**src/rtl/oven_timer_ctrl.sv**
```systemverilog
// rtl/oven_timer_ctrl.sv - oven timer sequencer: panel events to BCD counter-chain strobes
// Divides clk into the one-second decrement tick and drives magnetron/done indications.
module oven_timer_ctrl #(
  parameter int CLK_DIV     = 50_000_000,
  parameter int DONE_CYCLES = 100_000_000
) (
  input  logic       clk,
  input  logic       reset,
  input  logic       start,
  input  logic       stop,
  input  logic       clear_btn,
  input  logic       door_closed,
  input  logic       key_valid,
  input  logic       zero,
  output logic       cnt_enable,
  output logic       cnt_load_n,
  output logic       cnt_clear_n,
  output logic       magnetron_on,
  output logic       done,
  output logic [2:0] state
);

  localparam int PW = $clog2(CLK_DIV);
  localparam int DW = $clog2(DONE_CYCLES + 1);
  localparam logic [PW-1:0] PRESC_MAX = PW'(CLK_DIV - 1);
  localparam logic [DW-1:0] DONE_MAX  = DW'(DONE_CYCLES - 1);

  localparam logic [2:0] S_IDLE  = 3'd0;
  localparam logic [2:0] S_SET   = 3'd1;
  localparam logic [2:0] S_RUN   = 3'd2;
  localparam logic [2:0] S_PAUSE = 3'd3;
  localparam logic [2:0] S_DONE  = 3'd4;

  logic [2:0]    state_q, state_d;
  logic [PW-1:0] presc_q, presc_d;
  logic [DW-1:0] done_cnt_q, done_cnt_d;
  logic          start_q, stop_q, clear_q;
  logic          load_n_q, clear_n_q;
  logic          load_req, clear_req;
  logic          start_edge, stop_edge, clear_edge;

  assign start_edge = start & ~start_q;
  assign stop_edge  = stop & ~stop_q;
  assign clear_edge = clear_btn & ~clear_q;

  // cnt_clear_n resets low so the counter chain always sees a clear after reset.
  always_ff @(posedge clk or posedge reset) begin
    if (reset) begin
      state_q    <= S_IDLE;
      presc_q    <= '0;
      done_cnt_q <= '0;
      start_q    <= 1'b0;
      stop_q     <= 1'b0;
      clear_q    <= 1'b0;
      load_n_q   <= 1'b1;
      clear_n_q  <= 1'b0;
    end else begin
      state_q    <= state_d;
      presc_q    <= presc_d;
      done_cnt_q <= done_cnt_d;
      start_q    <= start;
      stop_q     <= stop;
      clear_q    <= clear_btn;
      load_n_q   <= ~load_req;
      clear_n_q  <= ~clear_req;
    end
  end

  always_comb begin
    state_d    = state_q;
    presc_d    = presc_q;
    done_cnt_d = done_cnt_q;
    load_req   = 1'b0;
    clear_req  = 1'b0;
    case (state_q)
      S_IDLE: begin
        if (key_valid) begin
          load_req = 1'b1;
          state_d  = S_SET;
        end
      end
      S_SET: begin
        if (clear_edge) begin
          clear_req = 1'b1;
          state_d   = S_IDLE;
        end else if (key_valid) begin
          load_req = 1'b1;
        end else if (start_edge && door_closed && !zero) begin
          state_d = S_RUN;
          presc_d = '0;
        end
      end
      S_RUN: begin
        if (clear_edge) begin
          clear_req = 1'b1;
          state_d   = S_IDLE;
        end else if (zero) begin
          state_d    = S_DONE;
          done_cnt_d = '0;
        end else if (stop_edge || !door_closed) begin
          state_d = S_PAUSE;
        end else begin
          presc_d = (presc_q == PRESC_MAX) ? '0 : presc_q + 1'b1;
        end
      end
      S_PAUSE: begin
        if (clear_edge || stop_edge) begin
          clear_req = 1'b1;
          state_d   = S_IDLE;
        end else if (start_edge && door_closed) begin
          state_d = S_RUN;
        end
      end
      S_DONE: begin
        if (start_edge || stop_edge || clear_edge || done_cnt_q == DONE_MAX) begin
          clear_req = 1'b1;
          state_d   = S_IDLE;
        end else begin
          done_cnt_d = done_cnt_q + 1'b1;
        end
      end
      default: begin
        clear_req = 1'b1;
        state_d   = S_IDLE;
      end
    endcase
  end

  // Tick gating uses live inputs so a pause or expiry cycle never decrements.
  always_comb begin
    cnt_enable   = (state_q == S_RUN) && (presc_q == PRESC_MAX) && !zero &&
                   door_closed && !stop_edge && !clear_edge;
    magnetron_on = (state_q == S_RUN) && door_closed;
    done         = (state_q == S_DONE);
  end

  assign cnt_load_n  = load_n_q;
  assign cnt_clear_n = clear_n_q;
  assign state       = state_q;

endmodule

```
**config.mk**
```make
export PLATFORM = sky130hd
export DESIGN_NAME = oven_timer_ctrl
export DESIGN_NICKNAME = d
export VERILOG_FILES = /design/src/rtl/oven_timer_ctrl.sv
export SDC_FILE = /design/constraint.sdc
export NUM_CORES = 1
export LEC_CHECK = 0
export ABC_CLOCK_PERIOD_IN_PS = 6400
export BUFFER_PORTS_ARGS = -buffer_cell sky130_fd_sc_hd__buf_2
export CORE_MARGIN = 5
export CORE_UTILIZATION = 31
export DETAILED_ROUTE_END_ITERATION = 10
export SYNTH_ARGS = -nofsm -noshare
export SYNTH_HDL_FRONTEND = slang
export SYNTH_SLANG_ARGS = --single-unit
```
**constraint.sdc**
```tcl
create_clock -name clk -period 6.4 [get_ports clk]
set_input_delay 0.64 -clock clk [delete_from_list [all_inputs] [get_ports clk]]
set_output_delay 0.64 -clock clk [all_outputs]
set_load 0.01 [all_outputs]
```
==> metrics.md <==
| Metric | Value |
|---|---|
| DRC viols | `0` |
| Critical Path AT | `3510 ps` |
| Non-filler cells, final | `551` |
| RSZ-0062 raised after global routing | `no` |
| Skew-Pair Late Insertion Delay | `330 ps` |
| Placed cells | `between 500 and 600` |
| Status | `finished, final reports clean` |
| Worst IR Drop VDD | `0.1678 mV` |
| Hold path cells | `1` |
| Synthesized net count | `roughly 410` |
| Area grow syn2layout | `13.86%` |
| Comb power frac | `0.154` |
| Total GRT Usage | `0.1215` |
| Initial antenna violation count | `0` |
| Ys Warns | `0` |
| Max Freq | `around 300 MHz` |
| Critical setup path kind | `reg2reg` |
| Crit start category | `register` |
| Vias in the first global route | `between 2000 and 3000` |
| Antenna viol nets, final | `0` |
| Leak Pwr | `between 0.0015 and 0.002 µW` |
| Clock network power share | `0.447` |
| Flop pwr share | `0.399` |
| Port Buffer Count | `15` |
| Ant diodes | `0` |
| Synth Area per Inst | `9.049 µm²` |
| Slew margin rel. | `0.1918` |
| TNS Setup | `0 ps` |
| R2R setup slack | `around 3100 ps` |
| CTS tree | `built` |
| Gr ovfl total | `0` |
| Reg2reg path depth | `7` |
| Net switching power | `around 330 µW` |
| Setup violators final | `0` |
| Max Cap Violations | `0` |
| Final Skew | `8.151 ps` |
| Die height | `117.5 µm` |
| Fillers | `approximately 1100` |
| Critical Path Sink Type | `register` |
| I/O pin total | `16` |
| Cell taking the most area after synthesis | `dfrtp_1` |
| Register Area | `~1500 µm²` |
| DIE WIDTH | `around 120 µm` |
| Tcrit/Tclk final | `0.5146` |
| Core area | `11370 µm²` |
| Internal | `813.6 µW` |
| Crit-path max cell delay | `790 ps` |
| Dpl hpwl | `5.552 mm` |
| Layout cells sized above 1 | `0.1005` |
| FF+latch count, synth | `61` |
| First-pass GRT wire length | `about 14 mm` |
| Total CTS buffers | `9` |
| CP Cell Sequence | `ha_1, nand4_2, or4_1, o21ai_2, nor2_1, buf_4, a221o_1` |
| Sw Share | `0.2876` |
| Area of the multi-input gates | `1916 µm²` |
| Initial core utilization | `0.3152` |
| Slack of the critical path | `3107 ps` |
| Min-delay src | `start` |
| WHS Endpoint | `start_q$_DFF_PP0_` |
| DR pass1 iterations | `4` |
| Post-synth EDFFs | `0` |
| Worst-path clk slew | `around 50 ps` |
| WL per Instance | `about 15 µm` |
| Cell variety after synth | `just under 60` |
| Cell Rows | `39` |
| Synth Instances | `396` |
| Final wirelength | `8.356 mm` |
| Post-synth ARST share | `1.000` |
| Longest Clk Path Bufs | `2` |
| Clock Sinks | `61` |
| Pwr/cell area | `about 280 nW/µm²` |
| Vias per inst | `5.744` |
| Root Buffer | `clkbuf_16` |
| Critical path required time | `~6600 ps` |
| GPL Wtd Cong | `0.8167` |
| Die Footprint | `13810 µm²` |
| Hold buffers post-CTS | `0` |
| Via Count | `about 3200` |
| Slew @ Worst Pin | `1212 ps` |
| Fin. max-slew vios | `0` |
| CP max-delay cell | `o21ai_2` |
| Dpl ws | `3122 ps` |
| Ranking of synthesized cells by area | `dfrtp_1 42%, a31oi_1 5.1%, a221o_1 3.4%` |
| Syn Std Cell Area | `about 3600 µm²` |
| Top_reg_cell synth | `dfrtp_1` |
| Tot Pwr | `roughly 1100 µW` |
| Fin. Hold Viols | `0` |
| Reg-to-reg endpoint | `done_cnt_q[14]$_DFFE_PP0P_` |
| Pin count of the biggest net entering global routing | `62` |
| Area fraction of the dominant cell type after synthesis | `0.4190` |
| Critical path fanouts, max | `23` |
| Post-CTS setup buffer count | `0` |
| Min Clock Period, post-route | `3293 ps` |
| Hold slack | `442.4 ps` |
| Post-synthesis sequential area ratio | `0.4263` |
| Hold WC Path Type | `in2reg` |
| # resized after CTS | `0` |
| Nets | `slightly above 400` |
| CTS H-Tree Depth | `3` |
| R2R Path Start | `done_cnt_q[0]$_DFFE_PP0P_` |
| Initial drt markers | `258` |
[state kept, by name, summed over array words and instances, names as in the netlist]
register,cells
presc_q,26
clear_q,1
state,3
stop_q,1
cnt_clear_n,1
done_cnt_q,27
cnt_load_n,1
start_q,1
[worst max-delay path, delay by kind of cell, from the launching register on]
kind	cells	cell delay, ps
compound gates	2	1120
fa+ha+maj	1	270
buf+inv	1	300
flops	1	400
simple gates	3	1070
[cells in the mapped netlist (all sizes together), types with 3 or more instances]
master   n
nand3   18
nand2   30
buf      7
dfrtp   60
nor2    24
and3    13
nand4   17
o211ai   3
or3      4
or4      4
and4     5
nor4bb   3
inv     12
o21ai   13
a211oi   5
a31oi   29
a22oi    3
o41a     3
a21boi   3
nand2b  13
nor4    18
nor3    12
clkbuf  16
xnor2    8
nor2b    5
a21oi    5
a221o   12
and2    10
nor4b    6
a21o     5
[worst max-delay path by stage]
| stage | to | slack [ps] | start |
|---|---|---|---|
| floorplan | done_cnt_q[26]$_DFFE_PP0P_ | 4150 | done_cnt_q[0]$_DFFE_PP0P_ |
| global placement | done_cnt_q[19]$_DFFE_PP0P_ | 3290 | done_cnt_q[0]$_DFFE_PP0P_ |
| detailed placement | done_cnt_q[14]$_DFFE_PP0P_ | 3120 | done_cnt_q[0]$_DFFE_PP0P_ |
| CTS | done_cnt_q[14]$_DFFE_PP0P_ | 3130 | done_cnt_q[0]$_DFFE_PP0P_ |
| global route | done_cnt_q[14]$_DFFE_PP0P_ | 2920 | done_cnt_q[0]$_DFFE_PP0P_ |
| finish | done_cnt_q[14]$_DFFE_PP0P_ | 3110 | done_cnt_q[0]$_DFFE_PP0P_ |
[power groups by stage]
| stage | combinational [µW] | sequential, µW | clock [µW] |
|---|---|---|---|
| floorplan | 142 | 444 | 0 |
| global placement | 174 | 459 | 0 |
| detailed placement | 177 | 461 | 0 |
| CTS | 177 | 455 | 520 |
| global route | 200 | 463 | 537 |
| finish | 175 | 456 | 511 |
[cells in the final DEF, fill, tap and decap left out, drive strengths merged, types with 5 or more instances in the layout]
cell type,count
and3,13
nor2b,5
a211oi,5
nand4,17
dfrtp,60
buf,19
and2,10
a221o,12
nand2b,13
nor4b,6
nor2,24
o21ai,13
clkbuf,11
nand2,30
nand3,18
and4,5
a21o,5
inv,12
a21oi,5
nor4,18
a31oi,29
nor3,12
xnor2,8
[cell families after synthesis]
kind of cell / Yosys count / share of synthesized area
AND/OR/NAND/NOR: 188 / 0.2975
AO/OA/AOI/OAI: 98 / 0.1994
flip-flops: 61 / 0.4263
buffers and inverters: 35 / 0.03910
XOR/XNOR: 9 / 0.02200
multiplexers: 3 / 0.008729
adder cells (fa/ha/maj): 2 / 0.006982
[area by class of cell]
type / count / share of cell area
clock inverter: 5 / 0.01840
clock buffer: 11 / 0.05704
tap: 143 / 0.04385
timing repair buffer: 19 / 0.02576
multi-input combinational: 300 / 0.4695
sequential: 61 / 0.3744
inverter: 12 / 0.01104
[through the flow]
| step | cell area, µm² | util |
|---|---|---|
| detailed placement | 3772 | 0.3318 |
| global route | 4080 | 0.3589 |
| finish | 4080 | 0.3589 |
| floorplan | 3583 | - |
| CTS | 4080 | 0.3589 |
| global placement | 3772 | 0.3318 |
[metal layers]
layer,share of wire,global-route usage,wire (µm),vias up
li1,-,-,-,1549
met1,0.49,0.1713,4125,1514
met2,0.44,0.1782,3693,89
met3,0.044,0.02162,364,13
met4,0.021,0.06165,172,0
met5,0,0,0,-
(Power assumes the default switching activity.)
